$ cat config.mk
export PLATFORM = sky130hd
export DESIGN_NAME = instr_stream_encoder
export DESIGN_NICKNAME = d
export VERILOG_FILES = /design/src/rtl/instr_stream_encoder.sv
export SDC_FILE = /design/constraint.sdc
export NUM_CORES = 1
export LEC_CHECK = 0
export CAP_MARGIN = 40
export CORE_MARGIN = 1
export CORE_UTILIZATION = 37
export CTS_CLUSTER_DIAMETER = 150
export DETAILED_ROUTE_END_ITERATION = 7
export PLACE_DENSITY = 0.75
export SYNTH_ARGS = -nofsm -noshare
export SYNTH_HDL_FRONTEND = slang
export SYNTH_SLANG_ARGS = --single-unit
$ cat constraint.sdc
create_clock -name clk -period 4.7 [get_ports clk]
set_input_delay 0.94 -clock clk [delete_from_list [all_inputs] [get_ports clk]]
set_output_delay 0.94 -clock clk [all_outputs]
set_load 0.05 [all_outputs]
$ cat src/rtl/instr_stream_encoder.sv
// Encodes symbolic MIPS instructions into 32-bit words and streams them into
// instruction RAM at consecutive addresses over a back-pressured write port.
module instr_stream_encoder #(
  parameter int ADDR_W = 8
) (
  input  logic              clk,
  input  logic              reset,
  input  logic              clear,
  input  logic              in_valid,
  output logic              in_ready,
  input  logic [4:0]        op_sel,
  input  logic [4:0]        rs,
  input  logic [4:0]        rt,
  input  logic [4:0]        rd,
  input  logic [15:0]       imm,
  input  logic [25:0]       target,
  output logic              mem_we,
  output logic [ADDR_W-1:0] mem_addr,
  output logic [31:0]       mem_wdata,
  input  logic              mem_ready,
  output logic [ADDR_W:0]   count,
  output logic              full,
  output logic              err_illegal
);

  localparam logic [ADDR_W:0] DEPTH = {1'b1, {ADDR_W{1'b0}}};

  typedef enum logic [1:0] {IDLE, WRITE, FULL} state_t;

  typedef struct packed {
    logic [4:0]  op;
    logic [4:0]  rs;
    logic [4:0]  rt;
    logic [4:0]  rd;
    logic [15:0] imm;
    logic [25:0] target;
  } req_t;

  state_t      state, state_nxt;
  req_t        req;
  logic [31:0] enc;
  logic        legal;
  logic        accept, commit, flag_illegal;
  logic [ADDR_W:0] count_inc;

  assign req       = '{op_sel, rs, rt, rd, imm, target};
  assign count_inc = count + (ADDR_W+1)'(1);

  always_comb begin
    legal = 1'b1;
    enc   = '0;
    case (req.op)
      5'd0:  enc = {6'h00, req.rs, req.rt, req.rd, 5'd0, 6'h20};
      5'd1:  enc = {6'h00, req.rs, req.rt, req.rd, 5'd0, 6'h22};
      5'd2:  enc = {6'h00, req.rs, req.rt, req.rd, 5'd0, 6'h24};
      5'd3:  enc = {6'h00, req.rs, req.rt, req.rd, 5'd0, 6'h25};
      5'd4:  enc = {6'h00, req.rs, req.rt, req.rd, 5'd0, 6'h2A};
      5'd5:  enc = {6'h23, req.rs, req.rt, req.imm};
      5'd6:  enc = {6'h2B, req.rs, req.rt, req.imm};
      5'd7:  enc = {6'h04, req.rs, req.rt, req.imm};
      5'd8:  enc = {6'h08, req.rs, req.rt, req.imm};
      5'd9:  enc = {6'h02, req.target};
      5'd10: enc = {6'h0C, req.rs, req.rt, req.imm};
      5'd11: enc = {6'h0D, req.rs, req.rt, req.imm};
      5'd12: enc = {6'h0A, req.rs, req.rt, req.imm};
      5'd13: enc = {6'h00, req.rs, req.rt, req.rd, 5'd0, 6'h27};
      5'd14: enc = {6'h00, req.rs, req.rt, req.rd, 5'd0, 6'h26};
      5'd15: enc = {6'h0E, req.rs, req.rt, req.imm};
      5'd16: enc = {6'h05, req.rs, req.rt, req.imm};
      default: legal = 1'b0;
    endcase
  end

  always_ff @(posedge clk or posedge reset) begin
    if (reset) state <= IDLE;
    else       state <= state_nxt;
  end

  // Handshake outputs decode from state only, so in_ready never sees in_valid.
  always_comb begin
    state_nxt    = state;
    in_ready     = 1'b0;
    mem_we       = 1'b0;
    full         = 1'b0;
    accept       = 1'b0;
    commit       = 1'b0;
    flag_illegal = 1'b0;
    case (state)
      IDLE: begin
        in_ready = 1'b1;
        if (!clear && in_valid) begin
          if (legal) begin
            accept    = 1'b1;
            state_nxt = WRITE;
          end else begin
            flag_illegal = 1'b1;
          end
        end
      end
      WRITE: begin
        mem_we = 1'b1;
        if (!clear && mem_ready) begin
          commit    = 1'b1;
          state_nxt = (count_inc == DEPTH) ? FULL : IDLE;
        end
      end
      FULL:    full = 1'b1;
      default: state_nxt = IDLE;
    endcase
    if (clear) state_nxt = IDLE;
  end

  always_ff @(posedge clk or posedge reset) begin
    if (reset) begin
      mem_addr    <= '0;
      mem_wdata   <= '0;
      count       <= '0;
      err_illegal <= 1'b0;
    end else if (clear) begin
      mem_addr    <= '0;
      count       <= '0;
      err_illegal <= 1'b0;
    end else begin
      if (accept)       mem_wdata   <= enc;
      // Address wraps to 0 naturally on the final write into the last word.
      if (commit) begin
        mem_addr <= mem_addr + ADDR_W'(1);
        count    <= count_inc;
      end
      if (flag_illegal) err_illegal <= 1'b1;
    end
  end

endmodule

==> results of run 1 <==
## stage by stage
step                hold WS [ps]  utilization, %  cell area (sq um)  power, mW  cells
global route                 511            55.0               4290       1.36    539
global placement             464            53.6               4190       1.05    531
finish                       484            55.0               4290       1.29    539
detailed placement           464            53.9               4210       1.06    532
floorplan                    722               -               3010      0.857    336
CTS                          486            55.0               4290       1.31    539
## Yosys cell counts, types with 2 or more instances
master	count	area, sq um
nand2_1	39	146
a31oi_1	10	62.6
buf_4	2	15.0
xnor2_1	6	52.6
ha_1	3	37.5
and3_1	4	25.0
o21ai_0	11	55.1
nand2b_1	2	12.5
o31ai_1	2	15.0
nor2_1	37	139
or4_1	2	15.0
clkbuf_1	13	48.8
xor2_1	10	87.6
nor4b_1	2	17.5
dfrtp_1	51	1280
or3b_2	3	26.3
nor3_1	5	25.0
o211ai_2	10	125
buf_6	5	56.3
nand4_1	6	37.5
inv_1	4	15.0
nand3b_1	5	37.5
o21a_1	3	22.5
a221oi_1	5	43.8
nor2b_1	4	25.0
a21oi_1	29	145
buf_2	6	30.0
buf_1	3	11.3
nand3_1	30	150
## final cells by class
class	count	area [sq um]
Sequential cell	51	1280
Clock inverter	2	13.8
Multi-Input combinational cell	252	1560
Timing Repair Buffer	123	1230
Tap cell	102	128
Clock buffer	5	68.8
Fill cell	710	3520
Inverter	4	15.0
## worst min-delay path by stage
| stage | startpoint | slack [ps] | end |
|---|---|---|---|
| after floorplan | state[1]$_DFFE_PP0P_ | 720 | err_illegal$_DFFE_PP0P_ |
| after global placement | mem_wdata[31]$_DFFE_PP0P_ | 460 | mem_wdata[31]$_DFFE_PP0P_ |
| after detailed placement | mem_wdata[31]$_DFFE_PP0P_ | 460 | mem_wdata[31]$_DFFE_PP0P_ |
| after CTS | mem_wdata[31]$_DFFE_PP0P_ | 490 | mem_wdata[31]$_DFFE_PP0P_ |
| after global routing | mem_wdata[31]$_DFFE_PP0P_ | 510 | mem_wdata[31]$_DFFE_PP0P_ |
| final | mem_wdata[31]$_DFFE_PP0P_ | 480 | mem_wdata[31]$_DFFE_PP0P_ |
## registers in the layout, summed over array words and instances (netlist names)
signal / count
err_illegal: 1
state: 2
mem_addr: 8
count: 9
mem_wdata: 31
## report_power, final
part / switching [mW] / internal [mW] / total (mW)
clock network: 0.147 / 0.102 / 0.249
logic: 0.325 / 0.196 / 0.521
registers: 0.0306 / 0.492 / 0.523
total: 0.503 / 0.790 / 1.29
## cell usage in the layout (no fill, tap or decap), drive strengths merged, types with 3 or more instances in the layout
master | Yosys | layout
nor2 | 37 | 37
nand3 | 30 | 30
a31oi | 10 | 10
nand3b | 5 | 5
or3b | 3 | 3
nand4 | 6 | 6
dfrtp | 51 | 51
nand2 | 39 | 39
o21ai | 11 | 11
nor2b | 4 | 4
buf | 16 | 5
xor2 | 10 | 10
o211ai | 11 | 11
and3 | 4 | 4
a221oi | 5 | 5
nor3 | 5 | 5
ha | 3 | 3
inv | 4 | 4
o21a | 3 | 3
xnor2 | 6 | 6
clkdlybuf4s50 | 0 | 118
clkbuf | 13 | 5
nor3b | 3 | 3
a21oi | 30 | 30
## routing by layer
metal / share of wire (%) / GRT usage [%] / up-vias
li1: - / - / 1403
met1: 46 / 25.9 / 1407
met2: 46 / 32.0 / 124
met3: 7.4 / 4.73 / 9
met4: 0.95 / 3.91 / 0
met5: 0 / 0 / -
## kinds of logic after synthesis
kind of cell | synth area share, %
AND/OR/NAND/NOR | 24.5
AO/OA/AOI/OAI | 21.1
flip-flops | 42.5
buffers and inverters | 5.87
XOR/XNOR | 4.66
adder cells (fa/ha/maj) | 1.25
other | 0.125
## worst max-delay path, cell delays in order
cell             delay (ps)
clkdlybuf4s50_1         810
o41a_1                  620
nor3b_4                 490
buf_4                   400
nand2_1                 110
o211ai_2                150
==> results.toml, run 1 <==
[run_status]
outcome = "complete, no violations"

[yosys]
synth_area_per_cell_sq_um = 8.94
synth-seq-cells = 51
synth_edf_count = 0
synth_area_sq_um = 3010
synth.distinct_cells = 53
async_flop_share_pct = 100
seq_area_frac_synth_pct = 42.5
yosys_warnings = 0
synthFlopType = "dfrtp_1"
syn-num-nets = 406
synthCells = 336

[cells_and_area]
finalNetCount = 507
syn_to_final_growth_pct = 42.8
antenna_cells = 0
drive_gt1_share_pct = 7.55

[clock_tree]
cts_tree = "yes"
numCtsBuffers = 5
clk-insertion-delay-late_ps = 300
cts_setup_buffers = 0
cts-root-buf = "clkbuf_8"
clkTransAtPathRegs_ps = 90
numClockSinks = 51
cts_buffer_depth = 2
cts-resized-gates = 0
htree_levels = 2
cts_hold_buf = 0

[sta]
finalCritPeriodShare_pct = 70.5
slew_violations = 0
min_period_ps = 3310
rsz0062_at_grt = "false"
tightest_slew_ps = 773
fin_tns_setup_ps = 0
postLayoutSetupSlackWorst_ps = 1390
skew_ps = 6.06
relSlewSlack_pct = 48.3
timing_hold_violations_final = 0
fmax_mhz = 302
finalSetupViolCount = 0

[worst_setup_path]
crit-reg2reg-launch = "state[1]$_DFFE_PP0P_"
cp-end-kind = "flop"
crit_required_ps = 4930
arrival_ps = 3540
start_kind = "input port"
worstPathMaxFanout = 30
worstReg2RegEnd = "mem_wdata[17]$_DFFE_PP0P_"
ff2ff_path_depth = 5
timing_worst_setup_path_type = "in -> reg"
startpoint = "op_sel[3]"
crit_end = "mem_wdata[17]$_DFFE_PP0P_"
reg2reg_setup_slack_ps = 2540

[power]
powerDensity_nw_per_um2 = 301
cellLeakagePower_nw = 1.72
vdd_drop_max_uv = 121

[global_routing]
antenna_found_initial = 0
track_usage_pct = 19.4
grt_pass1_wl_um = 13300
grt_pass1_vias = 2740
grt_max_degree = 32
grt_overflow = 0

[die]
die_area_sq_um = 8490
fp.coreArea_sq_um = 7810
die-width_um = 92.1
initial_core_util_pct = 38.5
pin_count = 120
rows = 32
die_h_um = 92.1

[run]
cap_violations = 0

[min_path]
hold-path-cell-count = 2
hold_class = "reg -> reg"

[routing]
dr.pass1.iters = 4
drc = 0
drt-total-wl_um = 8290
drt-initial-drc-count = 184
wl_per_cell_um = 15.4
via_per_inst = 5.46
via_count = 2943
final_antenna_net_count = 0

[place]
globalplace.congestion = 0.771
dp_hpwl_um = 5860
io_buffers = 118
dpl_worst_slack_ps = 1080
(Power assumes the default switching activity.)
==> inputs of run 2 (changes only) <==
==> constraint.sdc (replaced) <==
create_clock -name clk -period 3.4 [get_ports clk]
set_input_delay 0.68 -clock clk [delete_from_list [all_inputs] [get_ports clk]]
set_output_delay 0.68 -clock clk [all_outputs]
set_load 0.05 [all_outputs]
==> results.toml, run 2 (synthesis results as in run 1) <==
[cells_and_area]
regArea_sq_um = 1280
final_common_cell = "clkdlybuf4s50_1"
syn_to_final_growth_pct = 44.3
mostFrequentLayoutCells = "clkdlybuf4s50_1, dfrtp_1, nand2_1, nor2_1, nand3_1"
antenna_cells = 0
nFillCells = 735
drive_gt1_share_pct = 8.78
utilization_pct = 55.6
top_register = "mem_wdata"
largest_reg_flops = 31
finalNetCount = 513
multi_input_area_sq_um = 1560
reg_top3 = "mem_wdata: 31 flops, count: 9 flops, mem_addr: 8 flops"

[place]
dpl_worst_slack_ps = 450
io_buffers = 118
globalplace.congestion = 0.816
dp_hpwl_um = 6070

[clock_tree]
numClockSinks = 51
cts-resized-gates = 0
cts_tree = "yes"
cts-root-buf = "clkbuf_8"
cts_buffer_depth = 2
clk-insertion-delay-late_ps = 310
htree_levels = 2
numCtsBuffers = 5
clkTransAtPathRegs_ps = 90
cts_hold_buf = 0
cts_setup_buffers = 0

[global_routing]
antenna_found_initial = 0
grt_pass1_wl_um = 13800
grt_pass1_vias = 2831
grt_overflow = 0
grt_max_degree = 43
track_usage_pct = 20.2

[die]
fp.coreArea_sq_um = 7810
die_area_sq_um = 8490
rows = 32
initial_core_util_pct = 38.5
die-width_um = 92.1
die_h_um = 92.1
pin_count = 120

[sta]
fmax_mhz = 376
finalCritPeriodShare_pct = 78.3
rsz0062_at_grt = "false"
fin_tns_setup_ps = 0
postLayoutSetupSlackWorst_ps = 738
finalSetupViolCount = 0
relSlewSlack_pct = 55.4
skew_ps = 5.33
timing_hold_violations_final = 0
hold_slack_ps = 490
tightest_slew_ps = 669
slew_violations = 0
min_period_ps = 2660

[run]
cap_violations = 0

[worst_setup_path]
arrival_ps = 2900
crit_end = "mem_wdata[1]$_DFFE_PP0P_"
timing_worst_setup_path_type = "in -> reg"
ff2ff_path_depth = 4
reg2reg_setup_slack_ps = 1480
cp-end-kind = "flop"
startpoint = "op_sel[0]"
crit_required_ps = 3630
worstPathMaxFanout = 17
start_kind = "input port"
crit-reg2reg-launch = "state[0]$_DFFE_PP0P_"
worstReg2RegEnd = "mem_addr[6]$_DFFE_PP0P_"

[routing]
drt-total-wl_um = 8510
final_antenna_net_count = 0
via_per_inst = 5.43
dr.pass1.iters = 4
via_count = 2964
wl_per_cell_um = 15.6
drt-initial-drc-count = 204
drc = 0

[min_path]
holdCritStartpoint = "mem_wdata[27]$_DFFE_PP0P_"
hold-path-cell-count = 2
hold_class = "reg -> reg"

[power]
cellLeakagePower_nw = 1.75
vdd_drop_max_uv = 183
powerDensity_nw_per_um2 = 414

[run_status]
outcome = "complete, no violations"
[run 2: worst max-delay path: stages]
cell             delay, ps
clkdlybuf4s50_1        740
o41ai_4                480
o31a_1                 490
buf_4                  250
a31oi_1                 90
a21oi_1                160
[run 2: per-layer routing]
layer	wire length, um	up-vias	global-route usage, %	share of wire [%]
li1	-	1420	-	-
met1	3820	1406	26.4	45
met2	3890	125	33.6	46
met3	660	13	4.81	7.8
met4	146	0	4.82	1.7
met5	0	-	0	0
[run 2: worst min path at each step]
stage | endpoint | slack [ps]
after floorplan | err_illegal$_DFFE_PP0P_ | 720
after global placement | mem_wdata[31]$_DFFE_PP0P_ | 460
after detailed placement | mem_wdata[27]$_DFFE_PP0P_ | 480
after CTS | mem_wdata[27]$_DFFE_PP0P_ | 500
after global routing | mem_wdata[22]$_DFFE_PP0P_ | 520
final | mem_wdata[27]$_DFFE_PP0P_ | 490
[run 2: power breakdown]
part	switching (mW)	internal [mW]
Combinational	0.449	0.276
Sequential	0.0438	0.680
Clock	0.203	0.144
[run 2: area by class of cell]
class,count,area share (%)
clock buffers,6,1.67
clock inverters,2,0.288
inverters,4,0.346
multi-input cells,252,35.9
flip-flops and latches,51,29.4
well taps,102,2.94
repair buffers,129,29.4
[run 2: metrics by stage]
stage,cell area [sq um],power (mW),std cells
6_report,4340,1.80,546
5_1_grt,4340,1.89,546
2_1_floorplan,3010,1.18,336
3_3_place_gp,4250,1.45,538
4_1_cts,4340,1.82,546
3_5_place_dp,4250,1.46,538
==> inputs of run 3 (changes only) <==
==> constraint.sdc (replaced) <==
create_clock -name clk -period 2.5 [get_ports clk]
set_input_delay 0.5 -clock clk [delete_from_list [all_inputs] [get_ports clk]]
set_output_delay 0.5 -clock clk [all_outputs]
set_load 0.05 [all_outputs]
==> results.toml, run 3 (synthesis results as in run 1) <==
[run_status]
outcome = "complete, no violations"

[worst_setup_path]
cp_top_family = "buffers and inverters"
ff2ff_path_depth = 5
crit_required_ps = 2000
worstReg2RegEnd = "mem_wdata[19]$_DFFE_PP0P_"
cp_num_buf_inv = 1
worstPathCellList = "nor2b_1 -> clkdlybuf4s50_1"
crit_end = "full"
startpoint = "state[1]$_DFFE_PP0P_"
crit_slowest_cell = "clkdlybuf4s50_1"
arrival_ps = 1780
crit-reg2reg-launch = "state[0]$_DFFE_PP0P_"
cp-end-kind = "output pin"
path_depth = 2
timing_worst_setup_path_type = "reg -> out"
start_kind = "flop"
critPathMaxStageDelay_ps = 810
reg2reg_setup_slack_ps = 720
worstPathMaxFanout = 9

[die]
fp.coreArea_sq_um = 7810
rows = 32
initial_core_util_pct = 38.5
pin_count = 120
die_area_sq_um = 8490
die-width_um = 92.1
die_h_um = 92.1

[cells_and_area]
regArea_sq_um = 1280
multi_input_area_sq_um = 1560
largest_reg_flops = 31
nFillCells = 716
mostFrequentLayoutCells = "clkdlybuf4s50_1, dfrtp_1, nand2_1, nor2_1, nand3_1"
antenna_cells = 0
reg_top3 = "mem_wdata: 31 flops, count: 9 flops, mem_addr: 8 flops"
final_common_cell = "clkdlybuf4s50_1"
drive_gt1_share_pct = 10.8
finalNetCount = 522
top_register = "mem_wdata"
syn_to_final_growth_pct = 48.3

[place]
io_buffers = 118
dp_hpwl_um = 6180
globalplace.congestion = 0.831

[clock_tree]
clk-insertion-delay-late_ps = 310
cts_hold_buf = 0
numCtsBuffers = 5
cts-resized-gates = 0
numClockSinks = 51
cts-root-buf = "clkbuf_8"
cts_setup_buffers = 0
clkTransAtPathRegs_ps = 100
cts_tree = "yes"
htree_levels = 2
cts_buffer_depth = 2

[min_path]
hold_class = "reg -> reg"
holdCritStartpoint = "mem_wdata[27]$_DFFE_PP0P_"

[global_routing]
grt_max_degree = 32
antenna_found_initial = 0
track_usage_pct = 20.0
grt_pass1_vias = 2791
grt_pass1_wl_um = 13700
grt_overflow = 0

[sta]
finalCritPeriodShare_pct = 91.4
tightest_slew_ps = 734
fmax_mhz = 438
min_period_ps = 2280
timing_hold_violations_final = 0
fin_tns_setup_ps = 0
relSlewSlack_pct = 51.1
hold_slack_ps = 493
rsz0062_at_grt = "false"
finalSetupViolCount = 0
slew_violations = 0
skew_ps = 5.99

[routing]
drc = 0
via_count = 2989
via_per_inst = 5.39
drt-total-wl_um = 8590
final_antenna_net_count = 0
dr.pass1.iters = 5
wl_per_cell_um = 15.5
drt-initial-drc-count = 152

[power]
powerDensity_nw_per_um2 = 586
cellLeakagePower_nw = 1.83
vdd_drop_max_uv = 247

[run]
cap_violations = 0
run 3: cell count changes in the layout (fill, tap and decap cells not counted), sizes merged:
cell / before / now
inv: 4 / 5
dlymetal6s2s: 0 / 1
clkdlybuf4s50: 118 / 117
buf: 11 / 20
clkinv: 1 / 0
bufinv: 0 / 1
clkinvlp: 1 / 0
run 3: tightest hold or removal path: cells and delay by family (launching register included):
kind,cells,cell delay [ps]
flip-flops,1,360
AO/OA/AOI/OAI,1,60
AND/OR/NAND/NOR,1,50
run 3: worst min path at each step:
stage / to / slack (ps) / depth (start not counted)
global route: mem_wdata[28]$_DFFE_PP0P_ / 530 / 1
global placement: mem_wdata[31]$_DFFE_PP0P_ / 470 / 2
CTS: mem_wdata[27]$_DFFE_PP0P_ / 500 / 2
finish: mem_wdata[27]$_DFFE_PP0P_ / 490 / 2
detailed placement: mem_wdata[27]$_DFFE_PP0P_ / 470 / 2
floorplan: mem_wdata[0]$_DFFE_PP0P_ / 640 / 2
run 3: area by class of cell:
cell class | instances | share of cell area [%]
inverter | 4 | 0.337
sequential | 51 | 28.6
timing repair buffer | 138 | 30.5
multi-input combinational | 252 | 35.0
tap | 102 | 2.86
clock buffer | 6 | 1.85
clock inverter | 2 | 0.870
run 3: metal layers:
layer | track usage [%] | part of all wire, % | vias up | wire length (um)
li1 | - | - | 1439 | -
met1 | 26.4 | 43 | 1401 | 3700
met2 | 32.8 | 47 | 137 | 4040
met3 | 4.39 | 8.5 | 12 | 731
met4 | 6.25 | 1.2 | 0 | 107
met5 | 0 | 0 | - | 0
run 3: where the power goes:
part	total, mW	internal, mW	switching, mW
sequential	0.983	0.925	0.0580
combinational	1.01	0.390	0.618
clock	0.622	0.330	0.292
total	2.61	1.64	0.968
run 3: per-stage QoR:
step	instances	util [%]	total power, mW	cell area (sq um)	setup slack [ps]
after floorplan	336	-	1.61	3010	654
after global placement	547	55.5	2.00	4330	100
after detailed placement	547	55.5	2.01	4330	35.7
after CTS	555	57.1	2.64	4450	75.8
after global routing	555	57.1	2.72	4460	136
final	555	57.1	2.61	4460	216
